`src/rtl/vmix_mem_pkg.sv`:
```
// ---------------------------------------------------------------------------
// vmix_mem_pkg
//   Shared definitions for the frame-buffer writer (wr_mem_line) and the
//   matching readback block. Both sides must agree on the per-mode burst
//   geometry and on the line depth. If they disagree, the readback walks a
//   different layout than the one that was written.
//
//   Contents:
//     MODE_*        encodings of the 2-bit video mode input
//     BRST_LEN_*    words per MCB burst for each mode
//     BRST_NUM_*    bursts per video line for each mode
//     DEPTH_*       visible lines per frame for each mode
//     MCB_WRITE/READ  MCB command opcodes
//     wr_state_e    writer state machine encoding (also shown on debug[2:0])
//     brst_len / brst_num / line_depth  per-mode lookup helpers
// ---------------------------------------------------------------------------
package vmix_mem_pkg;

    localparam logic [1:0] MODE_HMD     = 2'd0;   // 1440x900
    localparam logic [1:0] MODE_XGA     = 2'd1;   // 1024x768
    localparam logic [1:0] MODE_FHD     = 2'd2;   // 1920x1080
    localparam logic [1:0] MODE_INVALID = 2'd3;   // never written

    // One 128-bit word holds 8 RGB565 pixels, so words per line is width/8.
    // The line is then split into four equal bursts.
    localparam logic [5:0] BRST_LEN_HMD = 6'd45;
    localparam logic [5:0] BRST_LEN_XGA = 6'd32;
    localparam logic [5:0] BRST_LEN_FHD = 6'd60;

    localparam logic [2:0] BRST_NUM_HMD = 3'd4;
    localparam logic [2:0] BRST_NUM_XGA = 3'd4;
    localparam logic [2:0] BRST_NUM_FHD = 3'd4;

    localparam logic [10:0] DEPTH_HMD = 11'd900;
    localparam logic [10:0] DEPTH_XGA = 11'd768;
    localparam logic [10:0] DEPTH_FHD = 11'd1080;

    localparam logic [2:0] MCB_WRITE = 3'b000;
    localparam logic [2:0] MCB_READ  = 3'b001;

    typedef enum logic [2:0] {
        ST_IDLE  = 3'd0,
        ST_FILL  = 3'd1,
        ST_ISSUE = 3'd2,
        ST_CMD   = 3'd3,
        ST_DONE  = 3'd4
    } wr_state_e;

    // Words per burst. The invalid mode returns 0. That value is never used,
    // because the writer refuses to start in the invalid mode.
    function automatic logic [5:0] brst_len(input logic [1:0] m);
        case (m)
            MODE_HMD: return BRST_LEN_HMD;
            MODE_XGA: return BRST_LEN_XGA;
            MODE_FHD: return BRST_LEN_FHD;
            default:  return 6'd0;
        endcase
    endfunction

    // Number of bursts in one line.
    function automatic logic [2:0] brst_num(input logic [1:0] m);
        case (m)
            MODE_HMD: return BRST_NUM_HMD;
            MODE_XGA: return BRST_NUM_XGA;
            MODE_FHD: return BRST_NUM_FHD;
            default:  return 3'd0;
        endcase
    endfunction

    // Number of lines per frame. The line counter wraps when it reaches this.
    function automatic logic [10:0] line_depth(input logic [1:0] m);
        case (m)
            MODE_HMD: return DEPTH_HMD;
            MODE_XGA: return DEPTH_XGA;
            MODE_FHD: return DEPTH_FHD;
            default:  return 11'd1;
        endcase
    endfunction

endpackage

```
`src/rtl/vs_sync_edge.sv`:
```
// ---------------------------------------------------------------------------
// vs_sync_edge
//   Brings the asynchronous, active-low vsync into the memclk domain and
//   produces a single-cycle pulse on each falling edge of the synchronised
//   signal.
//
//   Ports:
//     clk_i    memclk
//     rst_i    synchronous active-high reset (all flops cleared)
//     async_i  raw vsync from the capture clock domain
//     fall_o   one-cycle pulse, high when the synchronised vsync went 1->0
// ---------------------------------------------------------------------------
module vs_sync_edge (
    input  logic clk_i,
    input  logic rst_i,
    input  logic async_i,
    output logic fall_o
);

    logic meta_q;
    logic sync_q;
    logic prev_q;

    // Two-flop synchroniser followed by one history flop for edge detection.
    // Reset clears everything to 0. The first rising edge after reset is
    // therefore harmless, because only falling edges are reported.
    always_ff @(posedge clk_i) begin
        if (rst_i) begin
            meta_q <= 1'b0;
            sync_q <= 1'b0;
            prev_q <= 1'b0;
        end else begin
            meta_q <= async_i;
            sync_q <= meta_q;
            prev_q <= sync_q;
        end
    end

    assign fall_o = prev_q & ~sync_q;

endmodule

```
`src/rtl/wr_mem_line.sv`:
```
// ---------------------------------------------------------------------------
// wr_mem_line
//   Frame-buffer writer. It drains 128-bit pixel words (8 x RGB565) from the
//   FWFT capture FIFO and writes them into DDR, one video line at a time,
//   through a single MCB write port. Each line is sent as a fixed number of
//   bursts. For every burst, the data words are pushed first and the WRITE
//   command is issued afterwards.
//
//   Byte address = {5'd0, frame, line[10:0], col[12:0]}
//
//   Optional build macro:
//     WR_FRAME_FLIP_EN  When defined, the frame bank toggles on every serviced
//                       vsync (double buffering). When undefined, the frame
//                       bank is tied to 0 and vsync only rewinds the line.
//
//   Ports:
//     memclk            sole clock, rising edge
//     rst               synchronous active-high reset
//     mode              0=HMD 1=XGA 2=FHD 3=invalid (no writes)
//     vs                active-low vsync, asynchronous
//     fifo_dout         FWFT data word, valid while ~fifo_empty
//     fifo_empty        upstream FIFO empty
//     fifo_rd_en        pop upstream FIFO (same as mcb_wr_en)
//     memcon_en         arbiter allows one line transfer
//     memcon_donep      line-done, stretched to 5 cycles
//     arb_state         arbiter state; 2'b01 is the write grant
//     mcb_wr_en         MCB write-data push
//     mcb_wr_data       write data (passed straight from fifo_dout)
//     mcb_wr_mask       byte mask, always 0
//     mcb_wr_full       MCB write-data FIFO full
//     mcb_cmd_en        one-cycle command strobe
//     mcb_cmd_instr     always WRITE
//     mcb_cmd_bl        burst length - 1 of the latched mode
//     mcb_cmd_byte_addr registered burst byte address
//     mcb_cmd_full      MCB command FIFO full
//     wr_frame          frame bank currently being written
//     debug             {rd_en, wr_full, empty, cmd_full, 0, state}
// ---------------------------------------------------------------------------
module wr_mem_line
    import vmix_mem_pkg::*;
#(
    parameter int DWIDTH = 128
) (
    input  logic                  memclk,
    input  logic                  rst,
    input  logic [1:0]            mode,
    input  logic                  vs,
    input  logic [DWIDTH-1:0]     fifo_dout,
    input  logic                  fifo_empty,
    output logic                  fifo_rd_en,
    input  logic                  memcon_en,
    output logic                  memcon_donep,
    input  logic [1:0]            arb_state,
    output logic                  mcb_wr_en,
    output logic [DWIDTH-1:0]     mcb_wr_data,
    output logic [DWIDTH/8-1:0]   mcb_wr_mask,
    input  logic                  mcb_wr_full,
    output logic                  mcb_cmd_en,
    output logic [2:0]            mcb_cmd_instr,
    output logic [5:0]            mcb_cmd_bl,
    output logic [29:0]           mcb_cmd_byte_addr,
    input  logic                  mcb_cmd_full,
    output logic                  wr_frame,
    output logic [7:0]            debug
);

    wr_state_e   state_q;
    logic [1:0]  mode_q;
    logic [5:0]  cntr_q;
    logic [2:0]  brstcnt_q;
    logic [12:0] col_q;
    logic [10:0] line_q;
    logic        frame_q;
    logic        vs_pend_q;
    logic        memcon_done_q;
    logic [3:0]  done_q;
    logic        cmd_en_q;
    logic [29:0] addr_q;
    logic [5:0]  bl_q;

    logic        vs_fall;
    logic        vs_service;
    logic        start_ok;
    logic        pop;
    logic [5:0]  brst_lim;
    logic [2:0]  brst_cnt_lim;
    logic [10:0] depth;
    logic [12:0] col_step;

    vs_sync_edge u_vs_sync (
        .clk_i   (memclk),
        .rst_i   (rst),
        .async_i (vs),
        .fall_o  (vs_fall)
    );

    // Burst geometry comes from the mode latched at the start of the line.
    // A mode change in the middle of a line therefore only affects the next line.
    assign brst_lim     = brst_len(mode_q);
    assign brst_cnt_lim = brst_num(mode_q);
    assign depth        = line_depth(mode_q);
    assign col_step     = 13'(brst_lim) * 13'(DWIDTH / 8);

    // A pending vsync is only acted on between lines. A line that is already
    // in progress is finished at the address it started with.
    assign vs_service = (state_q == ST_IDLE) && vs_pend_q;

    // Wait for donep to clear before starting again. The arbiter must see
    // this line's done before it grants another line.
    assign start_ok = memcon_en && !memcon_donep && (mode != MODE_INVALID);

    // The pop is combinational. The upstream FIFO and the MCB write FIFO are
    // both FWFT, so a word moves only when both sides are ready and no data
    // is lost while stalled.
    assign pop = (state_q == ST_FILL) && !fifo_empty && !mcb_wr_full && (cntr_q < brst_lim);

    assign fifo_rd_en   = pop;
    assign mcb_wr_en    = pop;
    assign mcb_wr_data  = fifo_dout;
    assign mcb_wr_mask  = '0;

    assign mcb_cmd_en        = cmd_en_q;
    assign mcb_cmd_instr     = MCB_WRITE;
    assign mcb_cmd_bl        = bl_q;
    assign mcb_cmd_byte_addr = addr_q;

    assign memcon_donep = memcon_done_q | (done_q != 4'd0);

`ifdef WR_FRAME_FLIP_EN
    // Double buffering: each serviced vsync moves writing to the other bank.
    // The readback side then reads the bank that was just completed.
    always_ff @(posedge memclk) begin
        if (rst) begin
            frame_q <= 1'b0;
        end else if (vs_service) begin
            frame_q <= ~frame_q;
        end
    end
`else
    assign frame_q = 1'b0;
`endif

    assign wr_frame = frame_q;

    assign debug = {fifo_rd_en, mcb_wr_full, fifo_empty, mcb_cmd_full, 1'b0, state_q};

    // Line-writer state machine.
    //   FILL  moves one burst of data into the MCB.
    //   ISSUE waits for the write grant and for space in the command FIFO.
    //   CMD   advances the column and decides whether the line is finished.
    //   DONE  produces the start of the line-done pulse.
    // The done shift register stretches the pulse to five cycles for the
    // arbiter.
    always_ff @(posedge memclk) begin
        if (rst) begin
            state_q       <= ST_IDLE;
            mode_q        <= 2'd0;
            cntr_q        <= 6'd0;
            brstcnt_q     <= 3'd0;
            col_q         <= 13'd0;
            line_q        <= 11'd0;
            vs_pend_q     <= 1'b0;
            memcon_done_q <= 1'b0;
            done_q        <= 4'd0;
            cmd_en_q      <= 1'b0;
            addr_q        <= 30'd0;
            bl_q          <= 6'd0;
        end else begin
            done_q <= {done_q[2:0], memcon_done_q};

            if (vs_fall) begin
                vs_pend_q <= 1'b1;
            end else if (vs_service) begin
                vs_pend_q <= 1'b0;
            end

            if (pop) begin
                cntr_q <= cntr_q + 6'd1;
            end

            case (state_q)
                ST_IDLE: begin
                    if (vs_service) begin
                        line_q <= 11'd0;
                    end
                    if (start_ok) begin
                        mode_q    <= mode;
                        cntr_q    <= 6'd0;
                        brstcnt_q <= 3'd0;
                        col_q     <= 13'd0;
                        state_q   <= ST_FILL;
                    end
                end

                ST_FILL: begin
                    // The comparison uses the count before this cycle's pop.
                    // A full burst is only detected on a cycle with no pop.
                    if (cntr_q == brst_lim) begin
                        state_q <= ST_ISSUE;
                    end
                end

                ST_ISSUE: begin
                    if (!mcb_cmd_full && (arb_state == 2'b01)) begin
                        cmd_en_q <= 1'b1;
                        addr_q   <= {5'd0, frame_q, line_q, col_q};
                        bl_q     <= brst_lim - 6'd1;
                        state_q  <= ST_CMD;
                    end
                end

                ST_CMD: begin
                    cmd_en_q  <= 1'b0;
                    col_q     <= col_q + col_step;
                    brstcnt_q <= brstcnt_q + 3'd1;
                    cntr_q    <= 6'd0;
                    if (brstcnt_q + 3'd1 == brst_cnt_lim) begin
                        // Wrapping without a vsync keeps the same frame bank.
                        line_q        <= (line_q == depth - 11'd1) ? 11'd0 : line_q + 11'd1;
                        memcon_done_q <= 1'b1;
                        state_q       <= ST_DONE;
                    end else begin
                        state_q <= ST_FILL;
                    end
                end

                ST_DONE: begin
                    memcon_done_q <= 1'b0;
                    state_q       <= ST_IDLE;
                end

                default: begin
                    state_q <= ST_IDLE;
                end
            endcase
        end
    end

endmodule
```
`config.mk`:
```
export PLATFORM = sky130hd
export DESIGN_NAME = wr_mem_line
export DESIGN_NICKNAME = d
export VERILOG_FILES = /design/src/rtl/vmix_mem_pkg.sv /design/src/rtl/vs_sync_edge.sv /design/src/rtl/wr_mem_line.sv
export SDC_FILE = /design/constraint.sdc
export NUM_CORES = 1
export LEC_CHECK = 0
export BUFFER_PORTS_ARGS = -buffer_cell sky130_fd_sc_hd__buf_2
export CAP_MARGIN = 25
export CORE_AREA = 3 3 129 131
export CTS_BUF_LIST = sky130_fd_sc_hd__clkbuf_4 sky130_fd_sc_hd__clkbuf_8
export DETAILED_ROUTE_END_ITERATION = 8
export DIE_AREA = 0 0 132 134
export HOLD_SLACK_MARGIN = 0.15
export PLACE_DENSITY = 0.65
export REMOVE_ABC_BUFFERS = 1
export SYNTH_ARGS = -nofsm -noshare
export SYNTH_HDL_FRONTEND = slang
export SYNTH_SLANG_ARGS = --single-unit
```
`constraint.sdc`:
```
create_clock -name memclk -period 5.2 [get_ports memclk]
set_input_delay 1.04 -clock memclk [delete_from_list [all_inputs] [get_ports memclk]]
set_output_delay 1.04 -clock memclk [all_outputs]
set_load 0.02 [all_outputs]
```
# ---- Word-level counts from Yosys, hierarchy flattened
# Cells that the tools add are included.
dict set report op_classes {
  add_sub_neg 6
  multipliers 0
  div_mod_pow 0
  magnitude_cmp 1
  n_eq_ne 16
  shifts 0
  mux 25
  n_bitwise 3
  n_reduce_logical 26
}
# operator count
set op_table {}
lappend op_table {{$mux 11} 3}
lappend op_table {{$pmux 11 s3} 1}
lappend op_table {{$pmux 13 s2} 1}
lappend op_table {{$pmux 11 s2} 1}
lappend op_table {{$mux 3} 6}
lappend op_table {{$pmux 6 s3} 1}
lappend op_table {{$add 13x10->13} 1}
lappend op_table {{$mux 13} 1}
lappend op_table {{$mux 6} 2}
lappend op_table {{$pmux 3 s4} 1}
lappend op_table {{$pmux 6 s2} 1}
lappend op_table {{$add 11x1->11 const B} 1}
lappend op_table {{$eq 11x11->1} 1}
lappend op_table {{$sub 11x1->11 const B} 1}
lappend op_table {{$ne 2x2->1 const B} 5}
lappend op_table {{$reduce_and 2->1} 5}
lappend op_table {{$reduce_bool 2->1} 4}
lappend op_table {{$logic_and 1x1->1} 7}
lappend op_table {{$add 6x1->6 const B} 1}
lappend op_table {{$eq 3x2->1 const B} 2}
lappend op_table {{$eq 6x6->1} 1}
lappend op_table {{$lt 6x6->1} 1}
lappend op_table {{$pmux 3 s2} 1}
lappend op_table {{$reduce_and 3->1} 2}
lappend op_table {{18 further kinds} 26}
dict set report word_totals {
  register_bits 78
  latchBits 0
  mem_bits_rw 0
  romBits 0
  inputBits 139
  output_inout_bits 196
  elab_cells 92
  n_memories 0
}

# ---- Logic depth before layout (Yosys ltp)
# Gate-level depths: netlist of the first run.
dict set report logic_depth {
  ltp_word 7
  ltp_mapped 11
  depth_no_buf 11
}

# ---- Modules after synthesis
# Synthesis of the first run repeated with hierarchy kept, for this count alone.
dict set report hier_totals {
  hier_cells 551
  hier_area_um2 4620.7
}
# mod n_inst cells_each area_per_inst_um2 seq_area_each_um2
set modules_own_cells {}
lappend modules_own_cells {wr_mem_line 1 544 4533.1 1301.2}
lappend modules_own_cells {vs_sync_edge 1 7 87.6 60.1}

# ---- Worst setup path after synthesis of the first run
# OpenSTA, ideal clock, no wires.
dict set report synth_path {
  path_kind {input port to output port}
  startpoint {input fifo_empty}
  endpoint {output debug[7]}
  t_arrival_ps 2022
  required_time_ps 4160
  path_slack_ps 2138
  cell_stages 4
  path_buffers 1
  path_cell_list {nor4_1 > and3_1 > o21a_1 > buf_4}
}
dict set report synth_between {
  elab_chain_cells 4
}
# element line
set synth_lines {}
lappend synth_lines {{start: declaration} wr_mem_line.sv:49} ;# input logic fifo_empty,
lappend synth_lines {{$logic_not 1->1} wr_mem_line.sv:115} ;# assign pop = (state_q == ST_FILL) && !fifo_empty && !mcb_wr_full && (cntr_q < brst_lim);
lappend synth_lines {{$logic_and 1x1->1 (3 in series)} wr_mem_line.sv:115}
lappend synth_lines {{end: declaration} wr_mem_line.sv:64} ;# output logic [7:0] debug
# Every way passes these cells.

# ---- Worst setup path after layout of the first run
dict set report layout_path {
  startpoint {register mode_q[0]}
  endpoint {output mcb_wr_en}
}
dict set report layout_between {
  elab_chain_cells 4
  word_cells_on_any_way 6
  cone_classes {1 x order compare; 2 x eq/ne; 1 x mux; 2 x reduce/logical}
}
# element line
set layout_lines {}
lappend layout_lines {{start: declaration} wr_mem_line.sv:68} ;# logic [1:0] mode_q;
lappend layout_lines {{start signal: assignment} wr_mem_line.sv:187} ;# mode_q <= mode;
lappend layout_lines {{$eq 2x2->1 (tied with other cells)} vmix_mem_pkg.sv:52} ;# case (m)
lappend layout_lines {{$pmux 6 s3 *} vmix_mem_pkg.sv:52}
lappend layout_lines {{$lt 6x6->1 *} wr_mem_line.sv:115}
lappend layout_lines {{$logic_and 1x1->1 *} wr_mem_line.sv:115}
lappend layout_lines {{end: declaration} wr_mem_line.sv:54} ;# output logic mcb_wr_en,
# Every way passes the cells marked *; elsewhere a longest branch is shown, timed or not.

==> qor.yml, run 1 <==
cts.clk_slew.worst_paths_ns: 0.07
finalHoldViolations: 0
ctsRootBufferMaster: "clkbuf_8"
grt_pass1_wl_mm: 34.65
synthArstFlopShare: 0
seqCellArea_um2: 1361
synth-edff-count: 0
p_sw_frac: 0.2554
nFillCells: 1710
synthCells: 549
antenna_left: 0
track_usage: 0.3078
gr-total-overflow: 0
reg2reg_slack_ns: 2.18
wire_per_inst_um: 41.74
cts_tree: "yes"
p_int_w: 0.0007526
syn_area_um2: 4588
routed_wl_mm: 28.09
seq_power_share: 0.522
vias: 3262
diodes: 0
rows: 46
setup_viol: 0
synth_seq_cells: 68
final_max_slew_viol_count: 0
mostFrequentLayoutCell: "dfxtp_1"
ir_drop_mv: 0.1034
firstDrtPassIters: 4
grt_max_degree: 58
fin_skew_ns: 0.01187
status: "completed"
arrival_ns: 2.38
leakagePower_nw: 1.722
p_per_area_nw_per_um2: 250.4
first_global_vias: 2879
gp_congestion: 1.142
drv_cap: 0
start_util: 0.2920
drive_above_1_share: 0.1641
tns_ns: 0
place_ws_ns: 1.995
finalCriticalPeriod_ns: 3.421
cts_max_path_buffers: 2
dieWidth_um: 132
multi_input_area_um2: 1944
vias_per_cell: 4.847
fin_crit_sh: 0.6580
crit_required_ns: 4.16
rsz0062_at_grt: "no"
worstSetupStartpointType: "flip-flop"
layout_setup_ws_ns: 1.779
design.core.area_um2: 15710
fmax_ghz: 0.2923
ctsResizeCount: 0
critPathCaptureType: "output port"
yosysWarnings: 0
combPwrFrac: 0.082
die_y_um: 134
ys_seq_area_frac: 0.2967
fin_hold_ws_ns: 0.4470
slew_headroom: 0.3459
p_clk_frac: 0.396
drt_iter0_drc: 264
syn_avg_cell_area_um2: 8.357
cts_setup_buffers: 0
area_delta_synth_final_pct: -12.03
die_area_um2: 17690
crit_type: "reg -> out"
placed_cell_area_um2: 3860
ys.flop_type: "dfxtp_1"
p_sw_w: 0.0002581
final_cell_mix: "dfxtp_1, nand2_1, buf_2"
hp-class: "reg -> reg"
antenna_found_initial: 0
worstPathMaxFanout: 7
route.detailed.drc: 0
ios: 335
worstMarginPinSlew_ns: 0.9736
dp_hpwl_mm: 25.46
synth.distinct_cells: 54
clk_latency_ns: 0.35
numCtsBuffers: 9
htree_levels: 3
port_buffers: 47
post-route-cell-area_um2: 4036
clock-sinks: 68
ctsHoldBuffers: 0
nets: 614
[layout make-up]
class                           count  share of cell area
Multi-Input combinational cell    316              0.4817
Sequential cell                    68              0.3373
Inverter                            9            0.008370
Clock inverter                      2            0.002480
Clock buffer                       13             0.04123
Tap cell                          216             0.06696
Timing Repair Buffer               49             0.06200
[Yosys cell counts, drive strengths merged, types with 7 or more instances]
cell    instances  area [um2]
a21oi          45       225.2
a22o            7       61.31
buf           176        1324
clkbuf         10       37.54
dfxtp          68        1361
ha             22       275.3
inv             9       33.78
nand2          57       214.0
nand2b          7       43.79
nor2           28       112.6
nor2b          14       90.09
nor3            9       61.31
o21ai          14       73.82
xor2            7       61.31
[metrics by stage]
stage          std cells  total power [W]  utilization
6_report             673         0.001011       0.2569
5_1_grt              673         0.001049       0.2569
4_1_cts              673         0.001017       0.2569
3_5_place_dp         658        0.0006210       0.2457
3_3_place_gp         658        0.0006204       0.2457
2_1_floorplan        393        0.0005951            -
[critical path: stages (launching register included)]
cell      delay (ns)
dfxtp_1         0.39
inv_1           0.17
ha_1            0.29
ha_1            0.19
nand2b_1        0.05
a21o_1          0.17
a21oi_1         0.21
o21a_1          0.33
buf_2           0.23
[logic make-up after synthesis]
logic type | synth area share
mux | 0.01309
simple gates | 0.1748
flops | 0.2967
buf+inv | 0.3041
other cells | 0.0008173
fa+ha+maj | 0.05999
xor+xnor | 0.02972
compound gates | 0.1208
[registers in the layout, indices dropped and copies added, names as in the netlist]
signal	count
mcb_cmd_bl	4
vs_pend_q	1
mcb_cmd_en	1
col_q	9
done_q	4
state_q	3
mode_q	2
cntr_q	6
u_vs_sync.sync_q	1
brstcnt_q	3
memcon_done_q	1
line_q	11
u_vs_sync.meta_q	1
mcb_cmd_byte_addr	20
u_vs_sync.prev_q	1
[power groups by stage]
stage          registers [W]  logic (W)  clock network (W)
5_1_grt             0.000528  0.0000909           0.000430
6_report            0.000528  0.0000826           0.000401
3_5_place_dp        0.000539  0.0000815                  0
4_1_cts             0.000527  0.0000821           0.000407
3_3_place_gp        0.000539  0.0000810                  0
2_1_floorplan       0.000539  0.0000560                  0
[metal layers]
layer | routed length [um] | global-route usage | up-vias
met5 | 131 | 0.06667 | -
met4 | 2029 | 0.1564 | 6
met3 | 7908 | 0.4047 | 62
met2 | 13490 | 0.5379 | 384
met1 | 4534 | 0.1417 | 1361
li1 | - | - | 1449
[final timing paths]
path / startpoint / endpoint / cells after the start
setup / recovery: mode_q[0] / mcb_wr_en / 8
hold / removal: u_vs_sync.meta_q / u_vs_sync.sync_q / 1
setup reg to reg: mode_q[0] / line_q[10] / 10
hold reg to reg: u_vs_sync.meta_q / u_vs_sync.sync_q / 1
(Power assumes the default switching activity.)
==> inputs of run 2 (changes only) <==
==> constraint.sdc (replaced) <==
create_clock -name memclk -period 3.2 [get_ports memclk]
set_input_delay 0.64 -clock memclk [delete_from_list [all_inputs] [get_ports memclk]]
set_output_delay 0.64 -clock memclk [all_outputs]
set_load 0.02 [all_outputs]
==> run 2 against run 1 <==
- hold slack got worse by 0.0045 ns
- clock power increased by 120%
- register-to-register slack got worse by 1.9 ns
- critical path type unchanged
- critical endpoint unchanged
==> qor.yml, run 2 (synthesized netlist as in run 1, its figures left out) <==
p_per_area_nw_per_um2: 457.4
routed_wl_mm: 28.13
diodes: 0
ir_drop_mv: 0.1954
area_delta_synth_final_pct: -10.06
antenna_found_initial: 0
worstMarginPinSlew_ns: 0.9035
mostFrequentLayoutCell: "dfxtp_1"
die_area_um2: 17690
antenna_left: 0
hp-class: "reg -> reg"
largest_reg_flops: 20
clk_latency_ns: 0.36
drive_above_1_share: 0.1739
ctsHoldBuffers: 0
p_clk_frac: 0.472
clock-sinks: 68
tns_ns: 0
vias_per_cell: 4.783
setup_viol: 0
place_ws_ns: 0.2075
drt_iter0_drc: 204
final_cell_mix: "dfxtp_1, nand2_1, buf_2"
fin_crit_sh: 0.9259
cts.clk_slew.worst_paths_ns: 0.07
crit_type: "reg -> out"
layout_setup_ws_ns: 0.2372
first_global_vias: 2758
ios: 335
slowest_delay_ns: 0.48
finalCriticalPeriod_ns: 2.963
crit_required_ns: 2.56
port_buffers: 47
fin_hold_ws_ns: 0.4424
path_common_cell: "ha_1"
grt_max_degree: 54
path_depth: 6
rows: 46
cts_max_path_buffers: 2
rsz0062_at_grt: "no"
slew_headroom: 0.3964
path_buf_inv: 1
arrival_ns: 2.32
finalHoldViolations: 0
wire_per_inst_um: 41.62
final_max_slew_viol_count: 0
leakagePower_nw: 1.756
reg2regPathDepth: 10
htree_levels: 3
reg2reg_slack_ns: 0.25
design.core.area_um2: 15710
ctsRootBufferMaster: "clkbuf_8"
crit_family: "adder cells"
track_usage: 0.3072
cts_tree: "yes"
die_y_um: 134
gp_congestion: 1.177
fmax_ghz: 0.3375
crit_end: "mcb_wr_en"
critPathCaptureType: "output port"
gr-total-overflow: 0
grt_pass1_wl_mm: 34.23
worstSetupStartpointType: "flip-flop"
crit_start: "mode_q[0]"
firstDrtPassIters: 4
drv_cap: 0
post-route-cell-area_um2: 4126
r2r-start: "mode_q[0]"
combPwrFrac: 0.075
p_int_w: 0.001413
r2r_end: "line_q[9]"
worstPathMaxFanout: 7
route.detailed.drc: 0
start_util: 0.2920
worstPathCellList: "ha_1, ha_1, nand2_1, and3_1, o21a_2, buf_2"
dieWidth_um: 132
vias: 3233
dp_hpwl_mm: 25.56
seq_power_share: 0.452
final_util: 0.2626
worst_path_max_delay_cell: "dfxtp_1"
fin_skew_ns: 0.009461
nets: 616
p_sw_frac: 0.2516
placed_cell_area_um2: 3875
numCtsBuffers: 9
status: "completed"
p_sw_w: 0.0004749
==> run 2: per-layer routing <==
metal / part of all wire / GRT usage / up-vias / wire length, um
met3: 0.27 / 0.4055 / 55 / 7599
met5: 0.0027 / 0.03611 / - / 77
met1: 0.18 / 0.1507 / 1387 / 5112
met4: 0.069 / 0.1791 / 4 / 1940
met2: 0.48 / 0.5162 / 345 / 13400
li1: - / - / 1442 / -
==> run 2: stage by stage <==
step | power [W] | instances
6_report | 0.001888 | 676
5_1_grt | 0.001956 | 676
4_1_cts | 0.001906 | 676
3_5_place_dp | 0.001012 | 660
3_3_place_gp | 0.001011 | 660
2_1_floorplan | 0.0009670 | 393
==> run 2: timing repair <==
item,in CTS,in global routing
gates resized for setup,0,2
setup buffers,0,0
setup endpoints to repair,0,3
==> run 2: final cells by class <==
type / instances / area [um2]
well taps: 216 / 270.3
clock inverters: 7 / 123.9
fillers: 1725 / 11590
flip-flops and latches: 68 / 1361
multi-input cells: 316 / 1948
inverters: 9 / 33.78
repair buffers: 51 / 265.3
clock buffers: 9 / 123.9
==> run 2: worst min-delay path by stage <==
stage	slack, ns	from	depth (start not counted)	end
floorplan	0.41	u_vs_sync.meta_q	1	u_vs_sync.sync_q
global placement	0.42	u_vs_sync.meta_q	1	u_vs_sync.sync_q
detailed placement	0.43	u_vs_sync.meta_q	1	u_vs_sync.sync_q
CTS	0.44	u_vs_sync.meta_q	1	u_vs_sync.sync_q
global route	0.47	u_vs_sync.meta_q	1	u_vs_sync.sync_q
finish	0.44	u_vs_sync.meta_q	1	u_vs_sync.sync_q
==> run 2: power groups by stage <==
stage / Clock, W / Sequential, W / Combinational (W)
4_1_cts: 0.000913 / 0.000854 / 0.000139
6_report: 0.000892 / 0.000854 / 0.000142
3_5_place_dp: 0 / 0.000874 / 0.000138
2_1_floorplan: 0 / 0.000876 / 0.0000910
5_1_grt: 0.000947 / 0.000855 / 0.000154
3_3_place_gp: 0 / 0.000873 / 0.000137
==> inputs of run 3 (changes only) <==
--- a/config.mk
+++ b/config.mk
@@ -16,4 +16,5 @@
 export REMOVE_ABC_BUFFERS = 1
 export SYNTH_ARGS = -nofsm -noshare
 export SYNTH_HDL_FRONTEND = slang
+export SYNTH_HIERARCHICAL = 1
 export SYNTH_SLANG_ARGS = --single-unit
==> run 3 against run 2 <==
- die area is the same
- hold slack lost 0.0023 ns
- via count grew 2.4%
- maximum frequency shrank 2.5%
- critical path depth grew 2
- sequential share of layout area shrank 0.12 points
- synthesized cell count grew 0.36%
- first-iteration DRC count grew 62%
- critical endpoint unchanged
==> qor.yml, run 3 <==
post-route-cell-area_um2: 4145
wire_per_inst_um: 41.42
synth_area_leaders: "dfxtp_1, buf_4, ha_1, nand2_1, a21oi_1"
first_global_vias: 3019
cts_max_path_buffers: 2
die_y_um: 134
diodes: 0
fin_crit_sh: 0.9498
critPathCaptureType: "output port"
firstDrtPassIters: 4
ys_seq_area_frac: 0.2946
ios: 335
syn_area_um2: 4621
placed_cell_area_um2: 3926
htree_levels: 3
final_max_slew_viol_count: 0
synthCells: 551
p_per_area_nw_per_um2: 404.9
route.detailed.drc: 0
cts_tree: "yes"
drt_iter0_drc: 331
finalCriticalPeriod_ns: 3.039
numCtsBuffers: 9
yosysTopAreaCell: "dfxtp_1"
crit_type: "reg -> out"
antenna_left: 0
final_cell_mix: "dfxtp_1, nand2_1, buf_2"
cts.clk_slew.worst_paths_ns: 0.08
dp_hpwl_mm: 25.77
largest_reg_flops: 20
rsz0062_at_grt: "no"
track_usage: 0.3118
clk_latency_ns: 0.36
drv_cap: 0
mostFrequentLayoutCell: "dfxtp_1"
vias: 3310
synth.distinct_cells: 57
arrival_ns: 2.40
syn_avg_cell_area_um2: 8.386
worstPathMaxFanout: 5
synth-edff-count: 0
slew_headroom: 0.5648
vias_per_cell: 4.860
fin_skew_ns: 0.01011
grt_pass1_wl_mm: 35.00
routed_wl_mm: 28.21
worstSetupStartpointType: "flip-flop"
nFillCells: 1720
status: "completed"
nets: 620
ys_top_cells_by_count: "buf_4, dfxtp_1, nand2_1"
fmax_ghz: 0.3290
antenna_found_initial: 2
finalHoldViolations: 0
yosysWarnings: 6
area_delta_synth_final_pct: -10.29
ctsHoldBuffers: 0
synthArstFlopShare: 0
drive_above_1_share: 0.2000
leakagePower_nw: 1.671
die_area_um2: 17690
crit_required_ns: 2.56
yosysTopAreaCellShare: 0.2946
tns_ns: 0
design.core.area_um2: 15710
synth_seq_cells: 68
dieWidth_um: 132
rows: 46
ctsRootBufferMaster: "clkbuf_8"
yosysMostFrequentCell: "buf_4"
hp-class: "reg -> reg"
gr-total-overflow: 0
gp_congestion: 1.137
start_util: 0.2941
grt_max_degree: 31
worstMarginPinSlew_ns: 0.6528
port_buffers: 47
ys.flop_type: "dfxtp_1"
clock-sinks: 68
setup_viol: 0
ir_drop_mv: 0.1794
run 3: cell count changes in the layout (fill, tap and decap cells not counted), moves of 4 or more:
cell and change:
nand3b_1 -5, o22ai_1 +6, o21ai_0 -4, buf_4 +4
nor2_1 -5, nand3_1 +9, nor3_1 -4, a21oi_1 -10
a31oi_1 +7, nand2b_1 -4, inv_1 +7
run 3: metrics by stage:
stage               std cells  utilization  setup WS [ns]  power (W)  hold slack, ns
floorplan                 394            -         0.3324  0.0009771          0.4138
global placement          663       0.2499         0.2969   0.001021          0.4248
detailed placement        663       0.2499         0.2416   0.001022          0.4285
CTS                       681       0.2634        0.07538   0.001697          0.4462
global route              681       0.2638        0.03871   0.001739          0.4643
finish                    681       0.2638         0.1608   0.001679          0.4401
run 3: logic make-up (layout without fill, tap and decap cells):
family / Yosys count / after routing / synth area share
AO/OA/AOI/OAI: 90 / 90 / 0.1362
XOR/XNOR: 15 / 15 / 0.02843
adder cells (fa/ha/maj): 21 / 21 / 0.05686
buffers and inverters: 203 / 87 / 0.3068
flip-flops: 68 / 68 / 0.2946
multiplexers: 9 / 9 / 0.01977
other: 1 / 31 / 0.0008116
AND/OR/NAND/NOR: 144 / 144 / 0.1565
run 3: where the power goes:
part / internal, W / switching [W]
Combinational: 0.0000446 / 0.000106
Clock: 0.000307 / 0.000364
Sequential: 0.000850 / 0.00000677
Total: 0.00120 / 0.000477
run 3: final timing paths:
path / startpoint / endpoint / slack (ns) / depth (start not counted)
hold reg to reg: u_vs_sync/meta_q / u_vs_sync/sync_q / 0.44 / 1
setup reg to reg: mode_q[0] / col_q[12] / 0.75 / 10
setup / recovery: mode_q[0] / mcb_wr_en / 0.16 / 8
hold / removal: u_vs_sync/meta_q / u_vs_sync/sync_q / 0.44 / 1
run 3: layout make-up:
type | count | area, um2 | share of cell area
multi-input combinational | 310 | 1971 | 0.4754
sequential | 68 | 1363 | 0.3287
timing repair buffer | 55 | 295.3 | 0.07123
tap | 216 | 270.3 | 0.06520
clock buffer | 10 | 137.6 | 0.03320
inverter | 16 | 60.06 | 0.01449
clock inverter | 6 | 48.80 | 0.01177
run 3: worst max-delay path, stage by stage (launching register included):
cell,delay (ns)
dfxtp_1,0.42
inv_1,0.11
ha_1,0.25
nor2_2,0.17
ha_1,0.27
a21oi_1,0.18
o21ai_2,0.16
a21oi_4,0.25
buf_2,0.23
run 3: per-layer routing:
layer / vias to the layer above / part of all wire / global-route usage
li1: 1471 / - / -
met1: 1411 / 0.16 / 0.1379
met2: 342 / 0.47 / 0.5393
met3: 72 / 0.28 / 0.4171
met4: 14 / 0.076 / 0.1674
met5: - / 0.0093 / 0.09444
run 3: what timing repair did:
| action | CTS | global route |
|---|---|---|
| hold endpoints to repair | 0 | 0 |
| pin swaps | 1 | 0 |
| setup endpoints to repair | 3 | 3 |
| buffers inserted | 2 | 0 |
| gates resized for setup | 2 | 3 |
